## src/rtl/vga_pkg.sv

```systemverilog
// Shared XGA 1024x768@60 timing constants and raster count type for the VGA
// pixel pipeline.
package vga_pkg;

  localparam int CNT_W = 11;
  typedef logic [CNT_W-1:0] cnt_t;

  localparam int HOR_PIXELS      = 1024;
  localparam int HOR_FRONT_PORCH = 24;
  localparam int HOR_SYNC_W      = 136;
  localparam int HOR_BACK_PORCH  = 160;

  localparam int VER_PIXELS      = 768;
  localparam int VER_FRONT_PORCH = 3;
  localparam int VER_SYNC_W      = 6;
  localparam int VER_BACK_PORCH  = 29;

  localparam int H_TOTAL = HOR_PIXELS + HOR_FRONT_PORCH + HOR_SYNC_W + HOR_BACK_PORCH;
  localparam int V_TOTAL = VER_PIXELS + VER_FRONT_PORCH + VER_SYNC_W + VER_BACK_PORCH;

  // Inclusive sync windows, in pixels / lines.
  localparam int HSYNC_START = HOR_PIXELS + HOR_FRONT_PORCH;
  localparam int HSYNC_END   = HSYNC_START + HOR_SYNC_W - 1;
  localparam int VSYNC_START = VER_PIXELS + VER_FRONT_PORCH;
  localparam int VSYNC_END   = VSYNC_START + VER_SYNC_W - 1;

endpackage

```

## src/rtl/vga_if_norgb.sv

```systemverilog
// Raster position plus sync/blanking strobes, without pixel colour, as passed
// between the timing generator and the draw stages.
interface vga_if_norgb;
  import vga_pkg::*;

  cnt_t hcount;
  cnt_t vcount;
  logic hsync;
  logic hblnk;
  logic vsync;
  logic vblnk;

  modport master (output hcount, vcount, hsync, hblnk, vsync, vblnk);
  modport slave  (input  hcount, vcount, hsync, hblnk, vsync, vblnk);

endinterface

```

## src/rtl/vga_wrap_counter.sv

```systemverilog
// Enabled modulo-(MAX+1) counter. Exposes the next value so the caller can
// register decode of it in the same cycle as the count itself.
module vga_wrap_counter
  import vga_pkg::*;
#(
  parameter int WIDTH = CNT_W,
  parameter int MAX   = H_TOTAL - 1
) (
  input  logic             clk,
  input  logic             rst_n,
  input  logic             en,
  output logic [WIDTH-1:0] count,
  output logic [WIDTH-1:0] count_nxt,
  output logic             carry
);

  localparam logic [WIDTH-1:0] MAX_C = WIDTH'(MAX);

  always_comb begin
    carry     = en && (count == MAX_C);
    count_nxt = count;
    if (carry) begin
      count_nxt = '0;
    end else if (en) begin
      count_nxt = count + 1'b1;
    end
  end

  always_ff @(posedge clk or negedge rst_n) begin
    if (!rst_n) begin
      count <= '0;
    end else begin
      count <= count_nxt;
    end
  end

endmodule

```

## src/rtl/vga_timing_gen.sv

```systemverilog
// Free-running raster counters with registered sync/blank strobes and a
// one-cycle frame_start pulse on every wrap back to (0,0).
module vga_timing_gen
  import vga_pkg::*;
#(
  parameter int   H_ACTIVE = HOR_PIXELS,
  parameter int   H_FP     = HOR_FRONT_PORCH,
  parameter int   H_SYNC   = HOR_SYNC_W,
  parameter int   H_BP     = HOR_BACK_PORCH,
  parameter int   V_ACTIVE = VER_PIXELS,
  parameter int   V_FP     = VER_FRONT_PORCH,
  parameter int   V_SYNC   = VER_SYNC_W,
  parameter int   V_BP     = VER_BACK_PORCH,
  parameter logic SYNC_POL = 1'b1
) (
  input  logic        clk,
  input  logic        rst_n,
  input  logic        en,
  vga_if_norgb.master out,
  output logic        frame_start
);

  localparam int H_TOT = H_ACTIVE + H_FP + H_SYNC + H_BP;
  localparam int V_TOT = V_ACTIVE + V_FP + V_SYNC + V_BP;

  localparam cnt_t H_ACT_C    = CNT_W'(H_ACTIVE);
  localparam cnt_t HS_START_C = CNT_W'(H_ACTIVE + H_FP);
  localparam cnt_t HS_END_C   = CNT_W'(H_ACTIVE + H_FP + H_SYNC - 1);
  localparam cnt_t V_ACT_C    = CNT_W'(V_ACTIVE);
  localparam cnt_t VS_START_C = CNT_W'(V_ACTIVE + V_FP);
  localparam cnt_t VS_END_C   = CNT_W'(V_ACTIVE + V_FP + V_SYNC - 1);

  function automatic logic in_window(input cnt_t cnt, input cnt_t lo, input cnt_t hi);
    return (cnt >= lo) && (cnt <= hi);
  endfunction

  function automatic logic sync_level(input logic active);
    return active ? SYNC_POL : ~SYNC_POL;
  endfunction

  cnt_t hcount_p0, vcount_p0;
  cnt_t hcount_p1, vcount_p1;
  logic h_carry, v_carry;
  logic hsync_p1, hblnk_p1, vsync_p1, vblnk_p1, frame_start_p1;

  // Stage p0: next raster position; the vertical counter steps on line wrap
  vga_wrap_counter #(.WIDTH(CNT_W), .MAX(H_TOT - 1)) u_hcnt (
    .clk       (clk),
    .rst_n     (rst_n),
    .en        (en),
    .count     (hcount_p1),
    .count_nxt (hcount_p0),
    .carry     (h_carry)
  );

  vga_wrap_counter #(.WIDTH(CNT_W), .MAX(V_TOT - 1)) u_vcnt (
    .clk       (clk),
    .rst_n     (rst_n),
    .en        (h_carry),
    .count     (vcount_p1),
    .count_nxt (vcount_p0),
    .carry     (v_carry)
  );

  // Stage p1: strobes decoded from the p0 position, registered alongside the counts
  always_ff @(posedge clk or negedge rst_n) begin
    if (!rst_n) begin
      hsync_p1       <= ~SYNC_POL;
      vsync_p1       <= ~SYNC_POL;
      hblnk_p1       <= 1'b0;
      vblnk_p1       <= 1'b0;
      frame_start_p1 <= 1'b0;
    end else begin
      hsync_p1 <= sync_level(in_window(hcount_p0, HS_START_C, HS_END_C));
      vsync_p1 <= sync_level(in_window(vcount_p0, VS_START_C, VS_END_C));
      hblnk_p1 <= (hcount_p0 >= H_ACT_C);
      vblnk_p1 <= (vcount_p0 >= V_ACT_C);
      // A frozen raster keeps the pulse, so a stall right after a wrap still reports it
      if (en) begin
        frame_start_p1 <= v_carry;
      end
    end
  end

  assign out.hcount  = hcount_p1;
  assign out.vcount  = vcount_p1;
  assign out.hsync   = hsync_p1;
  assign out.hblnk   = hblnk_p1;
  assign out.vsync   = vsync_p1;
  assign out.vblnk   = vblnk_p1;
  assign frame_start = frame_start_p1;

endmodule

```

## src/flat_wrapper.sv

```systemverilog
// flat-port wrapper written by rule: the top's interface ports become plain ports
module vga_timing_gen_flat import vga_pkg::*;
#(
  parameter int   H_ACTIVE = HOR_PIXELS,
  parameter int   H_FP     = HOR_FRONT_PORCH,
  parameter int   H_SYNC   = HOR_SYNC_W,
  parameter int   H_BP     = HOR_BACK_PORCH,
  parameter int   V_ACTIVE = VER_PIXELS,
  parameter int   V_FP     = VER_FRONT_PORCH,
  parameter int   V_SYNC   = VER_SYNC_W,
  parameter int   V_BP     = VER_BACK_PORCH,
  parameter logic SYNC_POL = 1'b1
)
  (clk, rst_n, en, frame_start, out_hcount, out_vcount, out_hsync, out_hblnk, out_vsync, out_vblnk);
  vga_if_norgb out_i ();
  input  logic clk;
  input  logic rst_n;
  input  logic en;
  output logic frame_start;
  output wire logic [$bits(out_i.hcount)-1:0] out_hcount;
  output wire logic [$bits(out_i.vcount)-1:0] out_vcount;
  output wire logic [$bits(out_i.hsync)-1:0] out_hsync;
  output wire logic [$bits(out_i.hblnk)-1:0] out_hblnk;
  output wire logic [$bits(out_i.vsync)-1:0] out_vsync;
  output wire logic [$bits(out_i.vblnk)-1:0] out_vblnk;
  assign out_hcount = out_i.hcount;
  assign out_vcount = out_i.vcount;
  assign out_hsync = out_i.hsync;
  assign out_hblnk = out_i.hblnk;
  assign out_vsync = out_i.vsync;
  assign out_vblnk = out_i.vblnk;
  vga_timing_gen #(.H_ACTIVE(H_ACTIVE), .H_FP(H_FP), .H_SYNC(H_SYNC), .H_BP(H_BP), .V_ACTIVE(V_ACTIVE), .V_FP(V_FP), .V_SYNC(V_SYNC), .V_BP(V_BP), .SYNC_POL(SYNC_POL)) u_core (.clk(clk), .rst_n(rst_n), .en(en), .out(out_i), .frame_start(frame_start));
endmodule
```

## config.mk

```make
export PLATFORM = sky130hd
export DESIGN_NAME = vga_timing_gen_flat
export DESIGN_NICKNAME = d
export VERILOG_FILES = /design/src/rtl/vga_pkg.sv /design/src/rtl/vga_if_norgb.sv /design/src/rtl/vga_wrap_counter.sv /design/src/rtl/vga_timing_gen.sv /design/src/flat_wrapper.sv
export SDC_FILE = /design/constraint.sdc
export NUM_CORES = 1
export LEC_CHECK = 0
export ABC_AREA = 1
export BUFFER_PORTS_ARGS = -buffer_cell sky130_fd_sc_hd__buf_2
export CORE_ASPECT_RATIO = 1.75
export CORE_UTILIZATION = 30
export CTS_BUF_LIST = sky130_fd_sc_hd__clkbuf_16
export DETAILED_ROUTE_END_ITERATION = 12
export PLACE_DENSITY = 0.54
export SLEW_MARGIN = 20
export SYNTH_ARGS = -nofsm -noshare
export SYNTH_HDL_FRONTEND = slang
export SYNTH_SLANG_ARGS = --single-unit
```

## constraint.sdc

```tcl
create_clock -name clk -period 1.8 [get_ports clk]
set_input_delay 0.36 -clock clk [delete_from_list [all_inputs] [get_ports clk]]
set_output_delay 0.36 -clock clk [all_outputs]
set_load 0.05 [all_outputs]
```

==> run_results.csv <==
group,metric,value,unit
sta,fin_crit_sh,0.951,
global_routing,grt_max_degree,28,
synthesis,syn_inst,222,
global_routing,grt_usage,0.155,
synthesis,ys.flop_type,"dfrtp_1",
global_routing,grt_antenna_before_repair,0,
sta,tns,0,ns
setup_path,rr_worst_depth,11,
job,drv_cap,0,
layout,area_growth_syn_to_layout,36.1,%
power,powerDensity,928,mW/mm^2
routing,drt_iter0_drc,82,
synthesis,synth_commonest_cells,"58 x nand2_1, 41 x inv_1, 27 x dfrtp_1",
worst_hold_path,hold_class,"in2async",
layout,antennaDiodeCount,0,
sta,finalClockSkew,0.00256,ns
setup_path,critPathTopFamily,"simple AND/OR/NAND/NOR gates",
clocking,cts_max_path_buffers,2,
floorplan,die-area,0.00572,mm^2
clocking,cts_tree,"yes",
global_routing,first_global_vias,1531,
synthesis,synthesis.yosys.warnings,0,
placed_design,gp_congestion,0.838,
floorplan,fp-row-count,35,
setup_path,cp.arrival,1.91,ns
setup_path,timing.rr.start,"u_core.u_vcnt.count[1]$_DFF_PN0_",
sta,setup_viol,0,
clocking,insertion_delay,0.26,ns
synthesis,async_reset_ff_frac,1.00,
global_routing,grt_overflow,0,
global_routing,grt_first_pass_wirelength,6.66,mm
setup_path,setup.worst_path.start,"u_core.u_vcnt.count[1]$_DFF_PN0_",
sta,period_needed,1.71,ns
synthesis,yosysTopAreaCell,"dfrtp_1",
setup_path,crit_slowest_cell,"dfrtp_2",
clocking,clock-root-buffer,"clkbuf_16",
clocking,cts_buffers,3,
setup_path,end_kind,"flop",
setup_path,crit_chain,"ha_4 -> inv_1 -> nor2_4 -> nand3_4 -> nor3_4 -> nand3_1 -> nand2_2 -> nand2_1 -> nor2_1 -> nand2_1 -> nor2_1",
setup_path,crit_required,2.00,ns
routing,drtAntennaViolNets,0,
setup_path,worst-path-buf-inv,1,
synthesis,syn-num-nets,228,
setup_path,r2r-end,"u_core.out.vsync$_DFF_PN0_",
synthesis,synth_top_area_frac,0.416,
layout,nFillCells,571,
clocking,htreeDepth,1,
layout,post_route_cells_drive_above_1_share,0.363,
floorplan,dieWidth,57.6,um
placed_design,dpl_worst_slack,-0.00674,ns
routing,wire_per_inst,13.4,um
synthesis,yosysMostFrequentCell,"nand2_1",
sta,max_freq,0.584,GHz
placed_design,port_buffers,29,
layout,layout.nets,280,
setup_path,cpPeakStageDelay,0.44,ns
setup_path,path_depth,11,
setup_path,path_class,"reg2reg",
routing,routed_wl,4.40,mm
sta,whs,0.114,ns
clocking,path_clk_slew,0.07,ns
setup_path,critPathMaxFanout,5,
synthesis,synth-edff-count,0,
floorplan,ios,30,
sta,worst_slack,0.0873,ns
synthesis,netlist_area,0.00162,mm^2
setup_path,cp-endpoint,"u_core.out.vsync$_DFF_PN0_",
floorplan,die_h,99.3,um
routing,num_vias,1605,
synthesis,synth_cell_type_count,26,
placed_design,dp_hpwl,3.24,mm
power,fin_total_pwr,0.00205,W
outcome,status,"complete, but fails checks",
floorplan,core-area,0.00526,mm^2
sta,worstMarginPinSlew,0.639,ns
synthesis,synth-seq-cells,27,
power,peakVddDrop,0.000536,V
routing,vias_per_cell,4.89,
setup_path,startpoint_type,"flop",
synthesis,synth-seq-area-share,0.416,
routing,route.detailed.drc,3,
routing,first_pass_iters,8,
floorplan,start_util,0.309,
setup_path,rrSetupSlack,0.09,ns
power,leakage,1.15,nW
synthesis,yosys-top-cells-area,"dfrtp_1 42%, nand2_1 13%, inv_1 9.5%",
sta,relSlewSlack,0.574,
clocking,cts.sinks,27,
synthesis,syn_avg_cell_area,7.32,um^2
sta,drv_slew,0,
sta,hold_viol_final,0,
outcome,violations,"DRC",
-- registers in the layout, indices dropped and copies added (netlist names) --
signal	flops
u_core.u_hcnt.count	11
u_core.frame_start	1
u_core.out.vsync	1
u_core.out.hblnk	1
u_core.out.hsync	1
u_core.out.vblnk	1
u_core.u_vcnt.count	11
-- final cells by class --
cell class                      count  area [um^2]  area share
Tap cell                           55         68.8      0.0311
Sequential cell                    27          681       0.308
Timing Repair inverter              1         5.00     0.00227
Clock buffer                        3         75.1      0.0340
Clock inverter                      1         5.00     0.00227
Timing Repair Buffer               49          299       0.135
Inverter                           47          181      0.0821
Multi-Input combinational cell    145          895       0.405
-- power by group --
part | switching, W | total (W) | internal, W
logic | 0.000552 | 0.000753 | 0.000201
registers | 0.0000958 | 0.000784 | 0.000689
clock network | 0.000213 | 0.000513 | 0.000300
-- repair_timing --
action | 4_1_cts | 5_1_grt
endpoints found under the hold margin | 0 | 0
buffers inserted | 0 | 7
cloned | 0 | 1
pin swaps | 0 | 14
endpoints found under the setup margin | 1 | 4
gates resized for setup | 1 | 34
hold buffers | 0 | 0
-- per-layer routing --
metal | GRT usage | wire length, um | up-vias
met2 | 0.298 | 2530 | 39
li1 | - | - | 798
met5 | 0 | 0 | -
met1 | 0.155 | 1600 | 757
met3 | 0.0247 | 130 | 11
met4 | 0.0750 | 133 | 0
-- placed cells by master, fill, tap and decap left out --
| cell | Yosys | final |
|---|---|---|
| inv_6 | 0 | 1 |
| nor3_1 | 4 | 2 |
| clkbuf_16 | 0 | 3 |
| o21ai_0 | 4 | 3 |
| xor2_1 | 4 | 4 |
| o21ai_1 | 4 | 5 |
| nand2_1 | 58 | 53 |
| buf_6 | 2 | 1 |
| xnor2_1 | 1 | 1 |
| nor2_4 | 3 | 5 |
| dfrtp_1 | 27 | 23 |
| o21bai_1 | 2 | 2 |
| nand2_4 | 1 | 2 |
| buf_4 | 1 | 19 |
| inv_1 | 41 | 40 |
| nand3_1 | 23 | 16 |
| or2_2 | 1 | 1 |
| nand2_2 | 1 | 5 |
| inv_2 | 5 | 6 |
| a31o_2 | 1 | 1 |
| clkinv_2 | 1 | 2 |
| nand4_1 | 7 | 7 |
| a21oi_1 | 5 | 5 |
| dfrtp_2 | 0 | 4 |
| nand3_4 | 1 | 3 |
| nand3_2 | 0 | 5 |
| nor3_4 | 0 | 3 |
| nor2_2 | 4 | 6 |
| ha_4 | 0 | 3 |
| buf_2 | 0 | 29 |
| nor2_1 | 17 | 13 |
-- cell families (layout without fill, tap and decap cells) --
logic type,after synthesis,count (layout),synth area share
buf+inv,50,101,0.128
flops,27,27,0.416
fa+ha+maj,3,3,0.0231
xor+xnor,5,5,0.0270
simple gates,121,121,0.351
compound gates,16,16,0.0547
-- per-stage QoR --
| step | instances | area, um^2 | util |
|---|---|---|---|
| 2_1_floorplan | 222 | 1640 | - |
| 3_3_place_gp | 316 | 1920 | 0.366 |
| 3_5_place_dp | 316 | 1920 | 0.366 |
| 4_1_cts | 320 | 2010 | 0.382 |
| 5_1_grt | 328 | 2210 | 0.420 |
| 6_report | 328 | 2210 | 0.420 |
-- worst min-delay path by stage --
stage / endpoint
finish: u_core.u_vcnt.count[7]$_DFF_PN0_
global placement: u_core.u_vcnt.count[7]$_DFF_PN0_
global route: u_core.u_vcnt.count[9]$_DFF_PN0_
CTS: u_core.u_hcnt.count[6]$_DFF_PN0_
detailed placement: u_core.u_vcnt.count[7]$_DFF_PN0_
floorplan: u_core.frame_start$_DFFE_PN0P_
Note: power is estimated with default switching activity, not from simulation.
